===== src/rtl/rf_wb_arbiter.sv =====
// Register-file write-port controller: round-robin arbitration of writeback
// sources into a one-cycle registered write stage, plus a RAW busy scoreboard.
module rf_wb_arbiter #(
  parameter int N_REQ  = 3,
  parameter int XLEN   = 32,
  parameter int ADDR_W = 5
) (
  input  logic                       clk_i,
  input  logic                       rst_ni,
  input  logic [N_REQ-1:0]           req_valid_i,
  output logic [N_REQ-1:0]           req_ready_o,
  input  logic [N_REQ*ADDR_W-1:0]    req_addr_i,
  input  logic [N_REQ*XLEN-1:0]      req_data_i,
  output logic                       rf_we_o,
  output logic [ADDR_W-1:0]          rf_waddr_o,
  output logic [XLEN-1:0]            rf_wdata_o,
  input  logic                       mark_valid_i,
  input  logic [ADDR_W-1:0]          mark_addr_i,
  input  logic                       flush_i,
  input  logic [ADDR_W-1:0]          rs1_addr_i,
  input  logic [ADDR_W-1:0]          rs2_addr_i,
  output logic                       rs1_busy_o,
  output logic                       rs2_busy_o,
  output logic [31:0]                busy_vec_o
);

  localparam int          PTR_W    = (N_REQ > 1) ? $clog2(N_REQ) : 1;
  localparam int unsigned NR       = N_REQ;
  localparam logic [PTR_W-1:0] PTR_INIT = PTR_W'(N_REQ - 1);

  logic [PTR_W-1:0]  ptr_q, ptr_d;
  logic              we_q, we_d;
  logic [ADDR_W-1:0] waddr_q, waddr_d;
  logic [XLEN-1:0]   wdata_q, wdata_d;
  logic [31:0]       busy_q, busy_d;

  logic              found;
  logic [PTR_W-1:0]  grant_idx;
  logic [PTR_W-1:0]  idx;
  logic [N_REQ-1:0]  grant;
  logic              xfer;
  logic [ADDR_W-1:0] sel_addr;
  logic [XLEN-1:0]   sel_data;

  // Search begins one past the last winner so every source is reached within N_REQ grants.
  always_comb begin
    found     = 1'b0;
    grant_idx = ptr_q;
    idx       = '0;
    for (int unsigned k = 1; k <= NR; k++) begin
      idx = PTR_W'((32'(ptr_q) + k) % NR);
      if (!found && req_valid_i[idx]) begin
        found     = 1'b1;
        grant_idx = idx;
      end
    end
  end

  always_comb begin
    grant    = '0;
    xfer     = found && rst_ni;
    sel_addr = '0;
    sel_data = '0;
    if (xfer) grant[grant_idx] = 1'b1;
    for (int unsigned i = 0; i < NR; i++) begin
      if (grant[i]) begin
        sel_addr = req_addr_i[i*ADDR_W +: ADDR_W];
        sel_data = req_data_i[i*XLEN +: XLEN];
      end
    end
  end

  always_comb begin
    ptr_d   = xfer ? grant_idx : ptr_q;
    we_d    = xfer && (sel_addr != '0);
    waddr_d = xfer ? sel_addr : waddr_q;
    wdata_d = xfer ? sel_data : wdata_q;
  end

  // Order matters: flush, then commit-clear, then mark, so a same-edge mark always survives.
  always_comb begin
    busy_d = busy_q;
    if (flush_i) busy_d = '0;
    if (we_q) busy_d[waddr_q] = 1'b0;
    if (mark_valid_i && (mark_addr_i != '0)) busy_d[mark_addr_i] = 1'b1;
    busy_d[0] = 1'b0;
  end

  always_ff @(posedge clk_i) begin
    if (!rst_ni) begin
      ptr_q   <= PTR_INIT;
      we_q    <= 1'b0;
      waddr_q <= '0;
      wdata_q <= '0;
      busy_q  <= '0;
    end else begin
      ptr_q   <= ptr_d;
      we_q    <= we_d;
      waddr_q <= waddr_d;
      wdata_q <= wdata_d;
      busy_q  <= busy_d;
    end
  end

  assign req_ready_o = grant;
  assign rf_we_o     = we_q;
  assign rf_waddr_o  = waddr_q;
  assign rf_wdata_o  = wdata_q;
  assign busy_vec_o  = busy_q;
  assign rs1_busy_o  = busy_q[rs1_addr_i];
  assign rs2_busy_o  = busy_q[rs2_addr_i];

endmodule


===== config.mk =====
export PLATFORM = sky130hd
export DESIGN_NAME = rf_wb_arbiter
export DESIGN_NICKNAME = d
export VERILOG_FILES = /design/src/rtl/rf_wb_arbiter.sv
export SDC_FILE = /design/constraint.sdc
export NUM_CORES = 1
export LEC_CHECK = 0
export BUFFER_PORTS_ARGS = -buffer_cell sky130_fd_sc_hd__buf_2
export CORE_ASPECT_RATIO = 1.75
export CORE_UTILIZATION = 40
export CTS_BUF_LIST = sky130_fd_sc_hd__clkbuf_8
export CTS_CLUSTER_SIZE = 25
export DETAILED_ROUTE_END_ITERATION = 16
export GPL_ROUTABILITY_DRIVEN = 0
export HOLD_SLACK_MARGIN = 0.15
export PLACE_DENSITY = 0.82
export SLEW_MARGIN = 20
export SYNTH_ARGS = -nofsm -noshare
export SYNTH_HDL_FRONTEND = slang
export SYNTH_SLANG_ARGS = --single-unit

===== constraint.sdc =====
create_clock -name clk_i -period 5.6 [get_ports clk_i]
set_clock_uncertainty 0.05 [all_clocks]
set_input_delay 0 -clock clk_i [delete_from_list [all_inputs] [get_ports clk_i]]
set_output_delay 0 -clock clk_i [all_outputs]
set_load 0.02 [all_outputs]

==> results of run 1 <==
worst max-delay path, delay by kind of cell, from the launching register on:
family	cells	cell delay [ps]
AO/OA/AOI/OAI	3	1390
buffers and inverters	4	1580
AND/OR/NAND/NOR	5	790
flip-flops	1	430
adder cells (fa/ha/maj)	1	430
repair_timing:
item	in CTS	in global routing
hold buffers	87	0
buffers inserted	0	0
hold endpoints to repair	69	0
power groups by stage:
stage | sequential, µW | clock [µW] | combinational, µW
after floorplan | 786 | 0 | 1120
after detailed placement | 711 | 0 | 1550
final | 705 | 521 | 2120
after CTS | 699 | 526 | 1980
after global placement | 707 | 0 | 1520
after global routing | 715 | 550 | 2250
worst paths after layout:
path / depth (start not counted) / end / from
max: 13 / rf_we_o / ptr_q[0]
min: 4 / busy_vec_o[31] / mark_addr_i[0]
max reg2reg: 13 / rf_we_o / ptr_q[0]
min reg2reg: 2 / rf_wdata_o[10] / rf_wdata_o[10]
flip-flops by register name, summed over array words and instances (netlist names):
signal,count
busy_vec_o,31
rf_we_o,1
ptr_q,2
rf_waddr_o,5
rf_wdata_o,32
cells by family (layout without fill, tap and decap cells):
kind of cell    after synthesis  count (layout)  synth area share, %
compound gates              150             150                 20.2
fa+ha+maj                     4               4                 1.14
buf+inv                      40             317                 4.47
flops                        71              71                 32.4
mux                          62              62                 19.7
other cells                   1               1               0.0854
simple gates                193             193                 22.1
through the flow:
| stage | std cells | power [µW] | instance area, µm² | util [%] |
|---|---|---|---|---|
| floorplan | 521 | 1910 | 4390 | - |
| finish | 928 | 3350 | 6580 | 61.5 |
| CTS | 928 | 3200 | 6580 | 61.5 |
| global placement | 825 | 2230 | 5460 | 51.0 |
| global route | 928 | 3520 | 6580 | 61.5 |
| detailed placement | 825 | 2260 | 5460 | 51.0 |
layer usage:
layer  track usage [%]  vias to the layer above
met3              8.28                       89
met1              33.9                     2348
met5                 0                        -
li1                  -                     2388
met4              21.3                        0
met2              54.8                      403
cell usage after synthesis, drive strengths merged (2+ instances only):
cell type  count  area [µm²]
and2           2        15.0
or2            2        12.5
and3b          4        35.0
mux4          18         405
nor2b         32         200
clkbuf        26        97.6
buf           10        83.8
and3           6        37.5
nor2          39         146
nand3b         4        30.0
a32oi          4        35.0
a21oi         64         320
nand2b        16         100
nand3          5        30.0
ha             4        50.1
nor3           3        15.0
nor3b          8        60.1
mux2i         36         360
o21ai         51         255
mux2           8        97.6
o2bb2ai        3        26.3
nand2         69         259
dfxtp         71        1420
a21boi        17         128
inv            4        15.0
layout make-up:
| type | count | area [µm²] | share of cell area (%) |
|---|---|---|---|
| multi-input combinational | 410 | 2800 | 42.5 |
| clock buffer | 10 | 138 | 2.09 |
| inverter | 4 | 15.0 | 0.228 |
| tap | 130 | 163 | 2.47 |
| clock inverter | 6 | 116 | 1.77 |
| timing repair buffer | 297 | 1930 | 29.3 |
| sequential | 71 | 1420 | 21.6 |
==> flow_summary.toml, run 1 <==
[sta]
fmax_mhz = 211
finalCritPeriodShare_pct = 84.5
slew_violations = 0
max_slew.worst_pin.slew_ps = 976
hold_ws_ps = 216
worst_slack_ps = 869
tns_ps = 0
setup_viol_count_final = 0
relSlewSlack_pct = 35.0
rsz0062_at_grt = "false"
period_minus_slack_ps = 4730
hold_viol_final = 0

[critical_path]
crit_slowest_cell = "a31oi_4"
critPathCaptureType = "register"
crit_required_ps = 5840
cp_common_cell = "dlygate4sd3_1"
crit_type = "register to register"
crit_arrival_ps = 4970
slowest_delay_ps = 790
r2r_setup_slack_ps = 870
crit_chain = "inv_1, ha_1, nand2b_1, a21oi_1, nor4_2, a31oi_4, and2_1, buf_4, o2bb2ai_1, dlygate4sd3_1, nand2_1, nand3_1, dlygate4sd3_1"
startpoint_type = "register"
cp_max_fo = 37

[run]
cap_violations = 0

[clock_tree]
cts_tree = "done"
cts_resized = 0
clk_pin_slew_ps = 80
clockBufferDepth = 2
numCtsBuffers = 9
cts-htree-levels = 3
clk_latency_ps = 350
root_buffer = "clkbuf_8"
clock_sinks = 71

[synthesis]
yosysWarnings = 0
synth-edff-count = 0
ys_dominant_reg_cell = "dfxtp_1"
ys_types = 47
avgSynthCellArea_um2 = 8.43
synth.net_count = 658
ys_ff_latch = 71
synth_cells = 521
synth_async_sr_flop_share_pct = 0
ys_seq_area_share_pct = 32.4
synth_area_mm2 = 0.00439

[global_routing]
track_usage_pct = 32.2
grt_pass1_wl_mm = 27.1
antenna_found_initial = 0
grt_max_degree = 38
grt_pass1_vias = 5307
grt-ovfl-total = 0

[pwr]
peakVddDrop_v = 0.000534
switchingPower_uw = 1440
switching_share_pct = 43.0
leakagePower_uw = 0.00292
clkPwrFrac_pct = 15.6
p_comb_share_pct = 63.4
internal_power_uw = 1910
seqPwrFrac_pct = 21.1
power.density_mw_per_mm2 = 508

[floorplan]
start_util_pct = 41.0
pin_count = 208
die_h_um = 141
dieArea_mm2 = 0.0114
core_area_mm2 = 0.0107
die-width_um = 81.2
fp-row-count = 50

[routing]
vias_per_cell = 5.63
vias = 5228
met1_length_mm = 6.06
drc = 0
dr.max_layer_used = "met4"
dr_wl_met3_mm = 1.73
wl_mm = 17.7
antenna_left = 0
route.met2.wl_mm = 8.87
dr.pass1.iters = 5
drt_iter0_markers = 228
wire_per_inst_um = 19.1

[final_layout]
layout_commonest_cell = "buf_2"
syn_to_final_growth_pct = 49.9
final_cell_mix = "206 x buf_2, 87 x dlygate4sd3_1, 71 x dfxtp_1, 69 x nand2_1, 64 x a21oi_1"
diodes = 0
fillers = 857
final_nets = 930
drive_gt1_share_pct = 33.1

[hold_path]
hold_path_class = "input pin to register"

[run_status]
status = "finished clean"

[placement]
port_buffers = 206
post-place-ws_ps = 2080
place_hpwl_mm = 11.6
Power figures use the tool's default switching activity.
==> inputs of run 2 (changes only) <==
--- a/config.mk
+++ b/config.mk
@@ -5,6 +5,7 @@
 export SDC_FILE = /design/constraint.sdc
 export NUM_CORES = 1
 export LEC_CHECK = 0
+export ABC_AREA = 1
 export BUFFER_PORTS_ARGS = -buffer_cell sky130_fd_sc_hd__buf_2
 export CORE_ASPECT_RATIO = 1.75
 export CORE_UTILIZATION = 40
@@ -13,7 +14,7 @@
 export DETAILED_ROUTE_END_ITERATION = 16
 export GPL_ROUTABILITY_DRIVEN = 0
 export HOLD_SLACK_MARGIN = 0.15
-export PLACE_DENSITY = 0.82
+export PLACE_DENSITY = 0.86
 export SLEW_MARGIN = 20
 export SYNTH_ARGS = -nofsm -noshare
 export SYNTH_HDL_FRONTEND = slang
==> constraint.sdc (replaced) <==
create_clock -name clk_i -period 4.33 [get_ports clk_i]
set_clock_uncertainty 0.05 [all_clocks]
set_input_delay 0 -clock clk_i [delete_from_list [all_inputs] [get_ports clk_i]]
set_output_delay 0 -clock clk_i [all_outputs]
set_load 0.02 [all_outputs]
==> run 2 against run 1 <==
  * First-iteration DRC count is 38% higher
  * Register-to-register slack lost 340 ps
  * Final cell count increased by 8.7%
  * Die area down 7.0%
  * Critical path depth grew 2
  * Synthesized area fell by 7.2%
  * Combinational power up 30%
  * Power is 29% higher
  * Fmax increased by 24%
  * Critical endpoint unchanged
==> flow_summary.toml, run 2 <==
[routing]
vias = 5552
vias_per_cell = 5.50
wire_per_inst_um = 15.8
drt_iter0_markers = 314
dr.pass1.iters = 5
wl_mm = 16.0
antenna_left = 0
drc = 0

[synthesis]
ys_ff_latch = 71
yosysWarnings = 0
synth_cells = 595
synth_async_sr_flop_share_pct = 0
synth_commonest_cells = "191 x nand2_1, 71 x dfxtp_1, 51 x a21oi_1"
ys_seq_area_share_pct = 34.9
ys_dominant_reg_cell = "dfxtp_1"
yosysMostFrequentCell = "nand2_1"
yosys.area.top_type_share_pct = 34.9
synth.area.top_cells = "dfxtp_1 35%, nand2_1 18%, o211ai_1 7.0%, a21oi_1 6.3%, nand4_1 5.2%"
ys_types = 36
synth-edff-count = 0
synth_top_area_cell = "dfxtp_1"
synth_area_mm2 = 0.00408
avgSynthCellArea_um2 = 6.85
synth.net_count = 732

[sta]
fmax_mhz = 263
relSlewSlack_pct = 28.9
period_minus_slack_ps = 3800
tns_ps = 0
max_slew.worst_pin.slew_ps = 1060
hold_ws_ps = 229
hold_viol_final = 0
slew_violations = 0
rsz0062_at_grt = "false"
setup_viol_count_final = 0
finalCritPeriodShare_pct = 87.8

[critical_path]
crit_chain = "inv_1, ha_1, inv_2, nand3_2, nand3_4, nor2_8, a21oi_4, nand3_2, inv_2, nand2_1, nand3_1, dlygate4sd3_1, nor2_1, dlygate4sd3_1, nand2_1"
crit_type = "register to register"
worstReg2RegEnd = "rf_we_o"
slowest_delay_ps = 550
path_buf_inv = 5
cp_max_fo = 36
critPathCaptureType = "register"
crit_arrival_ps = 4050
r2r-start = "ptr_q[0]"
crit_slowest_cell = "dlygate4sd3_1"
r2r_cells = 15
startpoint_type = "register"
cpLargestDelayFamily = "buffers and inverters"
crit_required_ps = 4580
r2r_setup_slack_ps = 530

[floorplan]
core_area_mm2 = 0.00991
start_util_pct = 41.1
dieArea_mm2 = 0.0106
pin_count = 208
die-width_um = 78.3
die_h_um = 136
fp-row-count = 48

[pwr]
switchingPower_uw = 1920
internal_power_uw = 2400
p_comb_share_pct = 63.8
seqPwrFrac_pct = 22.0
switching_share_pct = 44.5
clkPwrFrac_pct = 14.3
power.density_mw_per_mm2 = 689
leakagePower_uw = 0.00294
peakVddDrop_v = 0.000536

[hold_path]
hold_start = "req_valid_i[1]"
hold_path_class = "input pin to register"
hold_depth = 5
whs_endpoint = "ptr_q[0]"

[global_routing]
grt-ovfl-total = 0
grt_pass1_vias = 5478
grt_pass1_wl_mm = 25.1
track_usage_pct = 30.2
grt_max_degree = 37
antenna_found_initial = 0

[clock_tree]
clk_pin_slew_ps = 70
numCtsBuffers = 9
cts_tree = "done"
holdBufCountCts = 91
clock_sinks = 71
clk_latency_ps = 360
root_buffer = "clkbuf_8"
post_cts_buffers = 0
cts_resized = 0
cts-htree-levels = 3
clockBufferDepth = 2

[final_layout]
diodes = 0
final_nets = 1016
post-route-util_pct = 63.3
final_cell_mix = "206 x buf_2, 191 x nand2_1, 91 x dlygate4sd3_1, 71 x dfxtp_1, 51 x a21oi_1"
drive_gt1_share_pct = 27.8
largest_reg_flops = 32
syn_to_final_growth_pct = 53.9
stdcell_area_mm2 = 0.00627
layout_commonest_cell = "buf_2"

[placement]
port_buffers = 206
placed_area_mm2 = 0.00513
place_hpwl_mm = 10.5

[run]
cap_violations = 0

[run_status]
status = "finished clean"
[run 2: cell types whose count changed after synthesis, sizes merged, moves of 16 or more]
cell,previous run,this run
nand4,0,34
o211ai,1,38
nand2,69,195
nand3,5,33
inv,4,47
nor2b,32,0
mux4,18,0
nand2b,16,0
mux2i,36,0
a21boi,17,0
[run 2: layout make-up]
type | count | area (µm²)
inverters | 48 | 180
flip-flops and latches | 71 | 1420
clock inverters | 5 | 80.1
well taps | 125 | 156
repair buffers | 298 | 1950
multi-input cells | 451 | 2330
fillers | 879 | 3640
clock buffers | 11 | 151
[run 2: cell families after synthesis]
group                      count (synthesis)  share of synthesized area, %
AOI/OAI and AO/OA                        141                          20.9
adders and majority gates                  4                          1.23
buffers and inverters                     73                          7.83
DFF                                       71                          34.9
other                                      1                        0.0920
and+or+nand+nor                          305                          35.1
[run 2: worst min-delay path, stage by stage]
cell,delay [ps]
buf_2,130
nand3_2,120
nand3_2,120
nand2_4,140
a21oi_1,70
[run 2: per-stage QoR]
step / cells / total power, µW / worst slack [ps]
6_report: 1009 / 4320 / 529
5_1_grt: 1009 / 4620 / 238
4_1_cts: 1009 / 4240 / 530
3_5_place_dp: 902 / 2970 / 1640
3_3_place_gp: 902 / 2920 / 1760
2_1_floorplan: 595 / 2500 / 2210
[run 2: worst max-delay path by stage]
stage | from | endpoint | slack, ps | cells after the start
after detailed placement | ptr_q[0] | rf_we_o | 1640 | 13
after CTS | ptr_q[0] | rf_we_o | 530 | 15
final | ptr_q[0] | rf_we_o | 530 | 15
after floorplan | ptr_q[0] | rf_we_o | 2210 | 13
after global placement | ptr_q[0] | rf_we_o | 1760 | 13
after global routing | ptr_q[0] | rf_we_o | 240 | 15
[run 2: routing by layer]
layer  routed length [µm]  GRT usage (%)
met1                 5660           30.2
met2                 8210           55.6
met3                 1160           5.99
met4                  929           19.9
met5                    0              0
[run 2: power by group through the flow]
stage | clock network [µW] | logic, µW | registers [µW]
finish | 616 | 2750 | 949
global route | 649 | 3010 | 965
CTS | 628 | 2670 | 944
detailed placement | 0 | 2020 | 955
global placement | 0 | 1960 | 955
floorplan | 0 | 1380 | 1120
